==> src/rtl/snake_engine.sv <==
// Snake game engine: owns the body queue and sequences grid-RAM clears, head reads and head/tail writes.
// Every RAM-port and status output is a flop loaded with the value for the state being entered.
module snake_engine #(
  parameter int unsigned GRID_W  = 14,
  parameter int unsigned GRID_H  = 14,
  parameter int unsigned MAX_LEN = 32
) (
  input  logic       i_clk,
  input  logic       i_rst_n,
  input  logic       i_tick,
  input  logic [1:0] i_dir,
  input  logic       i_restart,
  output logic [7:0] o_addr,
  output logic [1:0] o_wdata,
  output logic       o_write,
  input  logic [1:0] i_rdata,
  output logic       o_busy,
  output logic       o_ate,
  output logic       o_game_over,
  output logic [5:0] o_len
);

  localparam int unsigned CELLS     = GRID_W * GRID_H;
  localparam int unsigned PW        = (MAX_LEN > 1) ? $clog2(MAX_LEN) : 1;
  localparam int unsigned INIT_LEN  = 3;
  localparam logic [7:0]  INIT_TAIL = 8'd100;
  localparam logic [7:0]  HEAD_ROW0 = 8'((32'(INIT_TAIL) + INIT_LEN - 1) / GRID_W);
  localparam logic [7:0]  HEAD_COL0 = 8'((32'(INIT_TAIL) + INIT_LEN - 1) % GRID_W);

  typedef enum logic [3:0] {
    S_CLEAR, S_INIT, S_READY, S_CALC, S_READ, S_CHECK, S_WR_HEAD, S_CLR_TAIL, S_DEAD
  } state_t;

  state_t          state, state_d;
  logic [7:0]      cnt, cnt_d;
  logic [1:0]      dir_req, dir_req_d, cur_dir, cur_dir_d, eff_dir;
  logic [7:0]      head_row, head_row_d, head_col, head_col_d;
  logic [7:0]      nh_addr, nh_addr_d, nh_row, nh_row_d, nh_col, nh_col_d;
  logic            grow, grow_d, off_grid;
  logic [PW-1:0]   head_ptr, head_ptr_d, tail_ptr, tail_ptr_d;
  logic [5:0]      len_d;
  logic [7:0]      addr_d;
  logic [1:0]      wdata_d;
  logic            write_d, ate_d;

  logic [7:0]      queue [MAX_LEN];
  logic            q_we;
  logic [PW-1:0]   q_idx;
  logic [7:0]      q_data;
  logic [7:0]      q_head, q_tail;

  function automatic logic [PW-1:0] inc_ptr(input logic [PW-1:0] p);
    return (32'(p) == MAX_LEN - 1) ? '0 : PW'(p + 1'b1);
  endfunction

  assign q_head  = queue[head_ptr];
  assign q_tail  = queue[tail_ptr];
  // A request exactly opposite the current heading is ignored.
  assign eff_dir = ((dir_req ^ cur_dir) == 2'd2) ? cur_dir : dir_req;

  always_ff @(posedge i_clk or negedge i_rst_n) begin
    if (!i_rst_n) begin
      state       <= S_CLEAR;
      cnt         <= '0;
      dir_req     <= 2'd1;
      cur_dir     <= 2'd1;
      head_row    <= '0;
      head_col    <= '0;
      nh_addr     <= '0;
      nh_row      <= '0;
      nh_col      <= '0;
      grow        <= 1'b0;
      head_ptr    <= '0;
      tail_ptr    <= '0;
      o_len       <= '0;
      o_addr      <= '0;
      o_wdata     <= 2'b00;
      o_write     <= 1'b0;
      o_ate       <= 1'b0;
      o_busy      <= 1'b1;
      o_game_over <= 1'b0;
    end else begin
      state       <= state_d;
      cnt         <= cnt_d;
      dir_req     <= dir_req_d;
      cur_dir     <= cur_dir_d;
      head_row    <= head_row_d;
      head_col    <= head_col_d;
      nh_addr     <= nh_addr_d;
      nh_row      <= nh_row_d;
      nh_col      <= nh_col_d;
      grow        <= grow_d;
      head_ptr    <= head_ptr_d;
      tail_ptr    <= tail_ptr_d;
      o_len       <= len_d;
      o_addr      <= addr_d;
      o_wdata     <= wdata_d;
      o_write     <= write_d;
      o_ate       <= ate_d;
      o_busy      <= !(state_d == S_READY || state_d == S_DEAD);
      o_game_over <= (state_d == S_DEAD);
    end
  end

  always_ff @(posedge i_clk) begin
    if (q_we) queue[q_idx] <= q_data;
  end

  always_comb begin
    state_d    = state;
    cnt_d      = cnt;
    dir_req_d  = dir_req;
    cur_dir_d  = cur_dir;
    head_row_d = head_row;
    head_col_d = head_col;
    nh_addr_d  = nh_addr;
    nh_row_d   = nh_row;
    nh_col_d   = nh_col;
    grow_d     = grow;
    head_ptr_d = head_ptr;
    tail_ptr_d = tail_ptr;
    len_d      = o_len;
    addr_d     = o_addr;
    wdata_d    = 2'b00;
    write_d    = 1'b0;
    ate_d      = 1'b0;
    q_we       = 1'b0;
    q_idx      = head_ptr;
    q_data     = nh_addr;
    off_grid   = 1'b0;
    case (state)
      S_CLEAR: begin
        if (cnt < 8'(CELLS)) begin
          write_d = 1'b1;
          addr_d  = cnt;
          cnt_d   = cnt + 8'd1;
        end else begin
          // First body write issues on the way into INIT so the three writes stay back to back.
          state_d = S_INIT;
          write_d = 1'b1;
          wdata_d = 2'b01;
          addr_d  = INIT_TAIL;
          q_we    = 1'b1;
          q_idx   = '0;
          q_data  = INIT_TAIL;
          cnt_d   = 8'd1;
        end
      end
      S_INIT: begin
        if (32'(cnt) < INIT_LEN) begin
          write_d = 1'b1;
          wdata_d = 2'b01;
          addr_d  = INIT_TAIL + cnt;
          q_we    = 1'b1;
          q_idx   = PW'(cnt);
          q_data  = INIT_TAIL + cnt;
          cnt_d   = cnt + 8'd1;
        end else begin
          state_d    = S_READY;
          tail_ptr_d = '0;
          head_ptr_d = PW'(INIT_LEN - 1);
          len_d      = 6'(INIT_LEN);
          cur_dir_d  = 2'd1;
          head_row_d = HEAD_ROW0;
          head_col_d = HEAD_COL0;
        end
      end
      S_READY: begin
        if (i_tick) begin
          dir_req_d = i_dir;
          state_d   = S_CALC;
        end
      end
      S_CALC: begin
        cur_dir_d = eff_dir;
        nh_row_d  = head_row;
        nh_col_d  = head_col;
        case (eff_dir)
          2'd0: begin
            off_grid  = (head_row == 8'd0);
            nh_row_d  = head_row - 8'd1;
            nh_addr_d = q_head - 8'(GRID_W);
          end
          2'd1: begin
            off_grid  = (head_col == 8'(GRID_W - 1));
            nh_col_d  = head_col + 8'd1;
            nh_addr_d = q_head + 8'd1;
          end
          2'd2: begin
            off_grid  = (head_row == 8'(GRID_H - 1));
            nh_row_d  = head_row + 8'd1;
            nh_addr_d = q_head + 8'(GRID_W);
          end
          default: begin
            off_grid  = (head_col == 8'd0);
            nh_col_d  = head_col - 8'd1;
            nh_addr_d = q_head - 8'd1;
          end
        endcase
        if (off_grid) begin
          state_d = S_DEAD;
        end else begin
          state_d = S_READ;
          addr_d  = nh_addr_d;
        end
      end
      S_READ: state_d = S_CHECK;
      S_CHECK: begin
        // Body (incl. current tail) and reserved cells are both fatal.
        if (i_rdata[0]) begin
          state_d = S_DEAD;
        end else begin
          grow_d  = (i_rdata == 2'b10);
          ate_d   = (i_rdata == 2'b10);
          state_d = S_WR_HEAD;
          write_d = 1'b1;
          wdata_d = 2'b01;
          addr_d  = nh_addr;
        end
      end
      S_WR_HEAD: begin
        q_we       = 1'b1;
        q_idx      = inc_ptr(head_ptr);
        q_data     = nh_addr;
        head_ptr_d = inc_ptr(head_ptr);
        head_row_d = nh_row;
        head_col_d = nh_col;
        if (grow && (32'(o_len) < MAX_LEN)) begin
          len_d   = o_len + 6'd1;
          state_d = S_READY;
        end else begin
          // Tail address is read before the push lands, so a full queue is safe.
          state_d = S_CLR_TAIL;
          write_d = 1'b1;
          addr_d  = q_tail;
        end
      end
      S_CLR_TAIL: begin
        tail_ptr_d = inc_ptr(tail_ptr);
        state_d    = S_READY;
      end
      S_DEAD: begin
        if (i_restart) begin
          state_d = S_CLEAR;
          cnt_d   = '0;
          len_d   = '0;
        end
      end
      default: state_d = S_CLEAR;
    endcase
  end

endmodule

==> config.mk <==
export PLATFORM = sky130hd
export DESIGN_NAME = snake_engine
export DESIGN_NICKNAME = d
export VERILOG_FILES = /design/src/rtl/snake_engine.sv
export SDC_FILE = /design/constraint.sdc
export NUM_CORES = 1
export LEC_CHECK = 0
export CAP_MARGIN = 15
export CELL_PAD_IN_SITES_DETAIL_PLACEMENT = 1
export CELL_PAD_IN_SITES_GLOBAL_PLACEMENT = 2
export CORE_AREA = 5 5 196 198
export DETAILED_ROUTE_END_ITERATION = 12
export DIE_AREA = 0 0 201 203
export PLACE_DENSITY = 0.9
export SYNTH_ARGS = -nofsm -noshare
export SYNTH_HDL_FRONTEND = slang
export SYNTH_SLANG_ARGS = --single-unit
==> constraint.sdc <==
create_clock -name i_clk -period 14.5 [get_ports i_clk]
set_clock_uncertainty 0.05 [all_clocks]
set_input_delay 1.45 -clock i_clk [delete_from_list [all_inputs] [get_ports i_clk]]
set_output_delay 1.45 -clock i_clk [all_outputs]
set_load 0.01 [all_outputs]
==> flow_metrics.env, run 1 <==
export IMPL_async_flop_share_pct=25.1
export IMPL_required_ns=14.86
export IMPL_p_int_uw=1640
export IMPL_grt_max_degree=68
export IMPL_multi_input_area_um2=7320
export IMPL_antenna_left=0
export IMPL_pwr_share_comb_pct=0.4
export IMPL_drtIter0Drc=1432
export IMPL_min_path_cells=1
export IMPL_start_util_pct=48.4
export IMPL_ios=28
export IMPL_rr_startpoint="head_ptr[0]$_DFFE_PN0P_"
export IMPL_numCtsBuffers=39
export IMPL_cts_repair_resized=0
export IMPL_syn_inst=1294
export IMPL_cts_tree="built"
export IMPL_hold_path_startpoint="grow$_DFFE_PN0P_"
export IMPL_period_share_pct=37.5
export IMPL_cts_setup_buffers=0
export IMPL_ys_warn_count=0
export IMPL_r2r_end="o_addr[7]$_DFFE_PN0P_"
export IMPL_seq_area_um2=9850
export IMPL_clock_sinks=342
export IMPL_synth_area_per_cell_um2=13.6
export IMPL_hp_class="flop to flop"
export IMPL_cts_root_buf="clkbuf_16"
export IMPL_drive_gt1_share_pct=15.7
export IMPL_switchingPower_uw=414
export IMPL_p_per_area_nw_per_um2=104
export IMPL_synth_top_area_cell="edfxtp_1"
export IMPL_period_minus_slack_ns=5.44
export IMPL_firstDrtPassIters=5
export IMPL_routed_via_density=6.64
export IMPL_grt_pass1_wl_mm=78.5
export IMPL_endpoint_kind="flop"
export IMPL_post_place_cells=1730
export IMPL_finalMaxSlewViolations=0
export IMPL_critPathKind="flop to flop"
export IMPL_hold_viol=0
export IMPL_yosys_area_top_type_share_pct=43.7
export IMPL_vdd_drop_max_mv=0.102
export IMPL_synth_most_common_cell="edfxtp_1"
export IMPL_finalSetupTns_ns=0
export IMPL_dieArea_um2=40800
export IMPL_synth_cell_type_count=67
export IMPL_syn_cell_area_um2=17600
export IMPL_place_congestion=0.839
export IMPL_p_sw_share_pct=20.2
export IMPL_core_area_um2=36300
export IMPL_vias=12000
export IMPL_io_buffers=26
export IMPL_synth_edff_count=256
export IMPL_die_y_um=203
export IMPL_nets=1358
export IMPL_syn2layout_area_growth_pct=11.8
export IMPL_clk_transition_reported_paths_ns=0.06
export IMPL_htree_levels=2
export IMPL_clk_latency_ns=0.56
export IMPL_drv_cap=0
export IMPL_ff2ff_setup_slack_ns=9.06
export IMPL_drc=0
export IMPL_syn_num_nets=1342
export IMPL_crit_fanout=40
export IMPL_ys_flop_type="edfxtp_1"
export IMPL_max_slew_margin_rel_pct=17.3
export IMPL_die_w_um=201
export IMPL_yosys_top_cells_count="edfxtp_1 (256), nand2_1 (121), mux4_2 (103), nor2_1 (89), dfrtp_1 (83)"
export IMPL_track_usage_pct=25.1
export IMPL_overflow=0
export IMPL_antenna_found_initial=1
export IMPL_rsz0062_at_grt="false"
export IMPL_whs_endpoint="grow$_DFFE_PN0P_"
export IMPL_yosys_register_bits=342
export IMPL_ys_seq_area_share_pct=56.0
export IMPL_cp_arrival_ns=5.81
export IMPL_n_antenna_cell=0
export IMPL_wl_mm=51.7
export IMPL_reg2reg_depth=15
export IMPL_clockBufferDepth=3
export IMPL_ctsHoldBuffers=0
export IMPL_num_rows=70
export IMPL_fillers=3517
export IMPL_wl_per_cell_um=28.6
export IMPL_dp_final_hpwl_mm=33.0
export IMPL_p_leak_uw=0.00592
export IMPL_max_slew_worst_pin_slew_ns=1.24
export IMPL_grt_pass1_vias=12600
export IMPL_final_cell_count_no_fill=1808
export IMPL_setup_viol=0
export IMPL_p_seq_share_pct=50.8
export IMPL_clockPowerShare_pct=48.8
export IMPL_status="complete, no violations"
export IMPL_cp_start_kind="flop"
export IMPL_synthTopCellsByArea="edfxtp_1 (44%), mux4_2 (13%), dfrtp_1 (12%)"
export IMPL_max_freq_mhz=184
layer usage:
metal / part of all wire, % / vias up / routed length [um] / GRT usage (%)
met5: 0.014 / - / 7 / 0
met4: 3.7 / 2 / 1930 / 9.44
met3: 7.5 / 135 / 3880 / 5.02
met2: 48 / 582 / 25000 / 41.5
met1: 40 / 6185 / 20800 / 33.0
li1: - / 5100 / - / -
flip-flops by register name, indices dropped and copies added (netlist names):
register,cells
nh_addr,8
nh_col,8
o_game_over,1
o_len,6
dir_req,2
o_wdata,1
o_write,1
cur_dir,2
head_col,8
grow,1
queue,256
o_addr,8
tail_ptr,5
head_row,8
head_ptr,5
o_busy,1
o_ate,1
cnt,8
state,4
nh_row,8
per-stage QoR:
step	hold WS [ns]	total power, uW	utilization (%)	cell area, um^2	setup slack, ns
after floorplan	0.389	1060	-	17600	9.75
after global placement	0.398	1070	50.3	18300	9.20
after detailed placement	0.407	1070	50.3	18300	9.08
after CTS	0.421	2060	53.8	19600	9.01
after global routing	0.437	2120	54.1	19700	8.69
final	0.417	2050	54.1	19700	9.06
cell type report:
type | count | area share (%)
inverters | 22 | 0.420
multi-input cells | 850 | 37.3
clock inverters | 18 | 1.04
repair buffers | 55 | 2.65
well taps | 468 | 2.98
clock buffers | 53 | 5.49
flip-flops and latches | 342 | 50.1
cells in the final DEF (no fill, tap or decap), drive strengths merged, types with 6 or more instances in the layout:
cell type,instances
and3,9
a211oi,10
o221ai,31
or3,11
a21o,14
clkinv,13
clkdlybuf4s50,25
o211ai,7
a31oi,6
mux2,10
nor3,16
clkbuf,53
a22oi,8
mux2i,81
buf,30
mux4,107
o22ai,17
a21oi,51
o21bai,7
dfrtp,83
nand2,121
nor2,90
xor2,9
inv,22
nand3,16
ha,36
nor2b,11
nand2b,17
edfxtp,256
xnor2,23
o21ai,76
how the worst max path moves through the flow:
stage / start / to / slack, ns / depth (start not counted)
after detailed placement: head_ptr[0]$_DFFE_PN0P_ / o_addr[7]$_DFFE_PN0P_ / 9.08 / 15
after global placement: head_ptr[0]$_DFFE_PN0P_ / o_addr[7]$_DFFE_PN0P_ / 9.20 / 15
final: head_ptr[0]$_DFFE_PN0P_ / o_addr[7]$_DFFE_PN0P_ / 9.06 / 15
after CTS: head_ptr[0]$_DFFE_PN0P_ / o_addr[7]$_DFFE_PN0P_ / 9.01 / 15
after global routing: head_ptr[0]$_DFFE_PN0P_ / o_addr[7]$_DFFE_PN0P_ / 8.69 / 15
after floorplan: head_ptr[0]$_DFFE_PN0P_ / o_addr[7]$_DFFE_PN0P_ / 9.75 / 18
power by group through the flow:
stage	logic, uW	registers [uW]	clock network (uW)
floorplan	0.905	1060	0
global placement	8.57	1060	0
detailed placement	8.67	1060	0
CTS	8.70	1040	1010
global route	9.61	1040	1070
finish	8.33	1040	1000
logic make-up (layout without fill, tap and decap cells):
| family | count (synthesis) | count (layout) | share of synthesized area [%] |
|---|---|---|---|
| muxes | 198 | 198 | 19.0 |
| AOI/OAI and AO/OA | 260 | 260 | 9.62 |
| DFF | 342 | 342 | 56.0 |
| and+or+nand+nor | 319 | 319 | 8.32 |
| other | 1 | 1 | 0.0213 |
| buffers and inverters | 102 | 148 | 2.42 |
| adders and majority gates | 40 | 40 | 3.02 |
| xor gates and xnor gates | 32 | 32 | 1.59 |
worst max-delay path: stages (launching register included):
cell and delay, ns:
dfrtp_4 0.91, buf_4 0.75, mux4_1 0.65, mux2_2 0.30, mux4_2 0.53, inv_1 0.17
fa_1 0.25, nor2b_1 0.06, o21ai_0 0.29, a21oi_1 0.14, o21ai_0 0.23, a21oi_1 0.10
o311a_1 0.34, o211ai_1 0.10, mux2i_1 0.26, a21oi_1 0.10
(Power assumes the default switching activity.)
==> run 2: changes to the inputs <==
Settings changed: CORE_AREA 5 5 196 198 to 5 5 214 216, DIE_AREA 0 0 201 203 to 0 0 219 221, PLACE_DENSITY 0.9 to 0.81.
Clock period 14.5 ns to 4.69 ns, I/O delays scaled along.
==> run 2 against run 1 <==
First-iteration DRC count decreased by 17%; power increased to 3.1 times the previous value; sequential share of layout area decreased by 1.7 points; critical path depth unchanged.
==> flow_metrics.env, run 2 (synthesis gave the netlist of run 1 again) <==
export IMPL_status="complete, no violations"
export IMPL_io_buffers=26
export IMPL_grt_pass1_wl_mm=79.6
export IMPL_ios=28
export IMPL_crit_fanout=24
export IMPL_final_common_cell="edfxtp_1"
export IMPL_hp_class="flop to flop"
export IMPL_rsz0062_at_grt="false"
export IMPL_seq_area_um2=9850
export IMPL_n_antenna_cell=0
export IMPL_track_usage_pct=21.7
export IMPL_final_cell_mix="edfxtp_1 (256), nand2_1 (121), mux4_2 (103)"
export IMPL_top_register="queue"
export IMPL_cts_root_buf="clkbuf_16"
export IMPL_place_ws_ns=0.197
export IMPL_fillers=4454
export IMPL_max_slew_margin_rel_pct=16.3
export IMPL_pwr_share_comb_pct=0.4
export IMPL_largest_register_ff_count=256
export IMPL_max_slew_worst_pin_slew_ns=1.25
export IMPL_setup_slack_ns=0.197
export IMPL_num_rows=77
export IMPL_power_uw=6340
export IMPL_multi_input_area_um2=7320
export IMPL_drv_cap=0
export IMPL_place_congestion=0.852
export IMPL_fin_util_pct=46.5
export IMPL_die_w_um=219
export IMPL_setup_viol=0
export IMPL_p_sw_share_pct=20.3
export IMPL_antenna_left=0
export IMPL_core_area_um2=43700
export IMPL_cp_start_kind="flop"
export IMPL_clock_sinks=342
export IMPL_finalSetupTns_ns=0
export IMPL_clockBufferDepth=3
export IMPL_antenna_found_initial=0
export IMPL_clk_latency_ns=0.58
export IMPL_finalMaxSlewViolations=0
export IMPL_max_freq_mhz=223
export IMPL_vias=12000
export IMPL_hold_viol=0
export IMPL_dieArea_um2=48400
export IMPL_dp_final_hpwl_mm=35.3
export IMPL_wl_mm=52.9
export IMPL_drtIter0Drc=1185
export IMPL_start_util_pct=40.2
export IMPL_p_int_uw=5050
export IMPL_wl_per_cell_um=26.5
export IMPL_routed_via_density=6.01
export IMPL_drive_gt1_share_pct=19.5
export IMPL_required_ns=5.08
export IMPL_cts_tree="built"
export IMPL_htree_levels=2
export IMPL_die_y_um=221
export IMPL_period_share_pct=95.8
export IMPL_overflow=0
export IMPL_p_seq_share_pct=50.8
export IMPL_p_per_area_nw_per_um2=312
export IMPL_nets=1422
export IMPL_syn2layout_area_growth_pct=15.6
export IMPL_switchingPower_uw=1290
export IMPL_clockPowerShare_pct=48.8
export IMPL_critPathKind="flop to flop"
export IMPL_p_leak_uw=0.00627
export IMPL_clk_transition_reported_paths_ns=0.06
export IMPL_numCtsBuffers=40
export IMPL_cp_arrival_ns=4.88
export IMPL_vdd_drop_max_mv=0.210
export IMPL_grt_pass1_vias=12500
export IMPL_period_minus_slack_ns=4.49
export IMPL_drc=0
export IMPL_grt_max_degree=52
export IMPL_endpoint_kind="flop"
export IMPL_firstDrtPassIters=5
-- run 2: worst max-delay path, stage by stage, from the launching register on --
cell and delay, ns:
dfrtp_4 0.53, buf_12 0.25, mux4_1 0.58, mux2_2 0.29
mux4_2 0.55, inv_1 0.19, fa_1 0.25, nor2b_1 0.06
o21ai_0 0.25, a21oi_1 0.13, o21ai_0 0.26, a21oi_1 0.12
o311a_1 0.36, o211ai_1 0.11, mux2i_1 0.27, a21oi_1 0.09
-- run 2: per-layer routing --
layer  global-route usage, %  part of all wire (%)  vias to the layer above
li1                        -                     -                     5220
met1                    29.8                    42                     6220
met2                    34.7                    47                      495
met3                    5.29                   7.8                       76
met4                    6.02                   2.7                        0
met5                       0                     0                        -
-- run 2: area by class of cell --
class                      count  area share, %
clock buffer                  52           5.40
clock inverter                21          0.973
inverter                      22          0.406
multi-input combinational    850           36.0
sequential                   342           48.5
tap                          592           3.64
timing repair buffer         118           5.08
-- run 2: path summary, 6_finish.rpt --
check	start	endpoint	slack, ns	cells past startpoint
setup / recovery	head_ptr[0]$_DFFE_PN0P_	o_addr[7]$_DFFE_PN0P_	0.20	15
hold / removal	nh_col[2]$_DFFE_PN0P_	head_col[2]$_DFFE_PN0P_	0.42	2
setup reg to reg	head_ptr[0]$_DFFE_PN0P_	o_addr[7]$_DFFE_PN0P_	0.20	15
hold reg to reg	nh_col[2]$_DFFE_PN0P_	head_col[2]$_DFFE_PN0P_	0.42	2
max in group asynchronous	i_rst_n	cur_dir[0]$_DFFE_PN1P_	3.15	3
min in group asynchronous	i_rst_n	o_len[5]$_DFFE_PN0P_	0.46	2
-- run 2: per-stage QoR --
stage | cells | cell area (um^2) | hold WS (ns)
after floorplan | 1294 | 17600 | 0.123
after global placement | 1914 | 18900 | 0.396
after detailed placement | 1914 | 18900 | 0.408
after CTS | 1988 | 20200 | 0.421
after global routing | 1997 | 20300 | 0.447
final | 1997 | 20300 | 0.419
-- run 2: repair_timing --
| item | 4_1_cts | 5_1_grt |
|---|---|---|
| setup endpoints to repair | 0 | 2 |
| buffers inserted | 0 | 6 |
| hold buffers | 1 | 0 |
| hold endpoints to repair | 49 | 0 |
| gates resized for setup | 0 | 0 |
-- run 2: power groups by stage --
stage	clock (uW)	sequential (uW)	combinational, uW
detailed placement	0	3280	27.4
CTS	3170	3220	28.2
finish	3100	3220	26.8
global route	3310	3220	31.2
floorplan	0	3280	2.79
global placement	0	3280	27.0
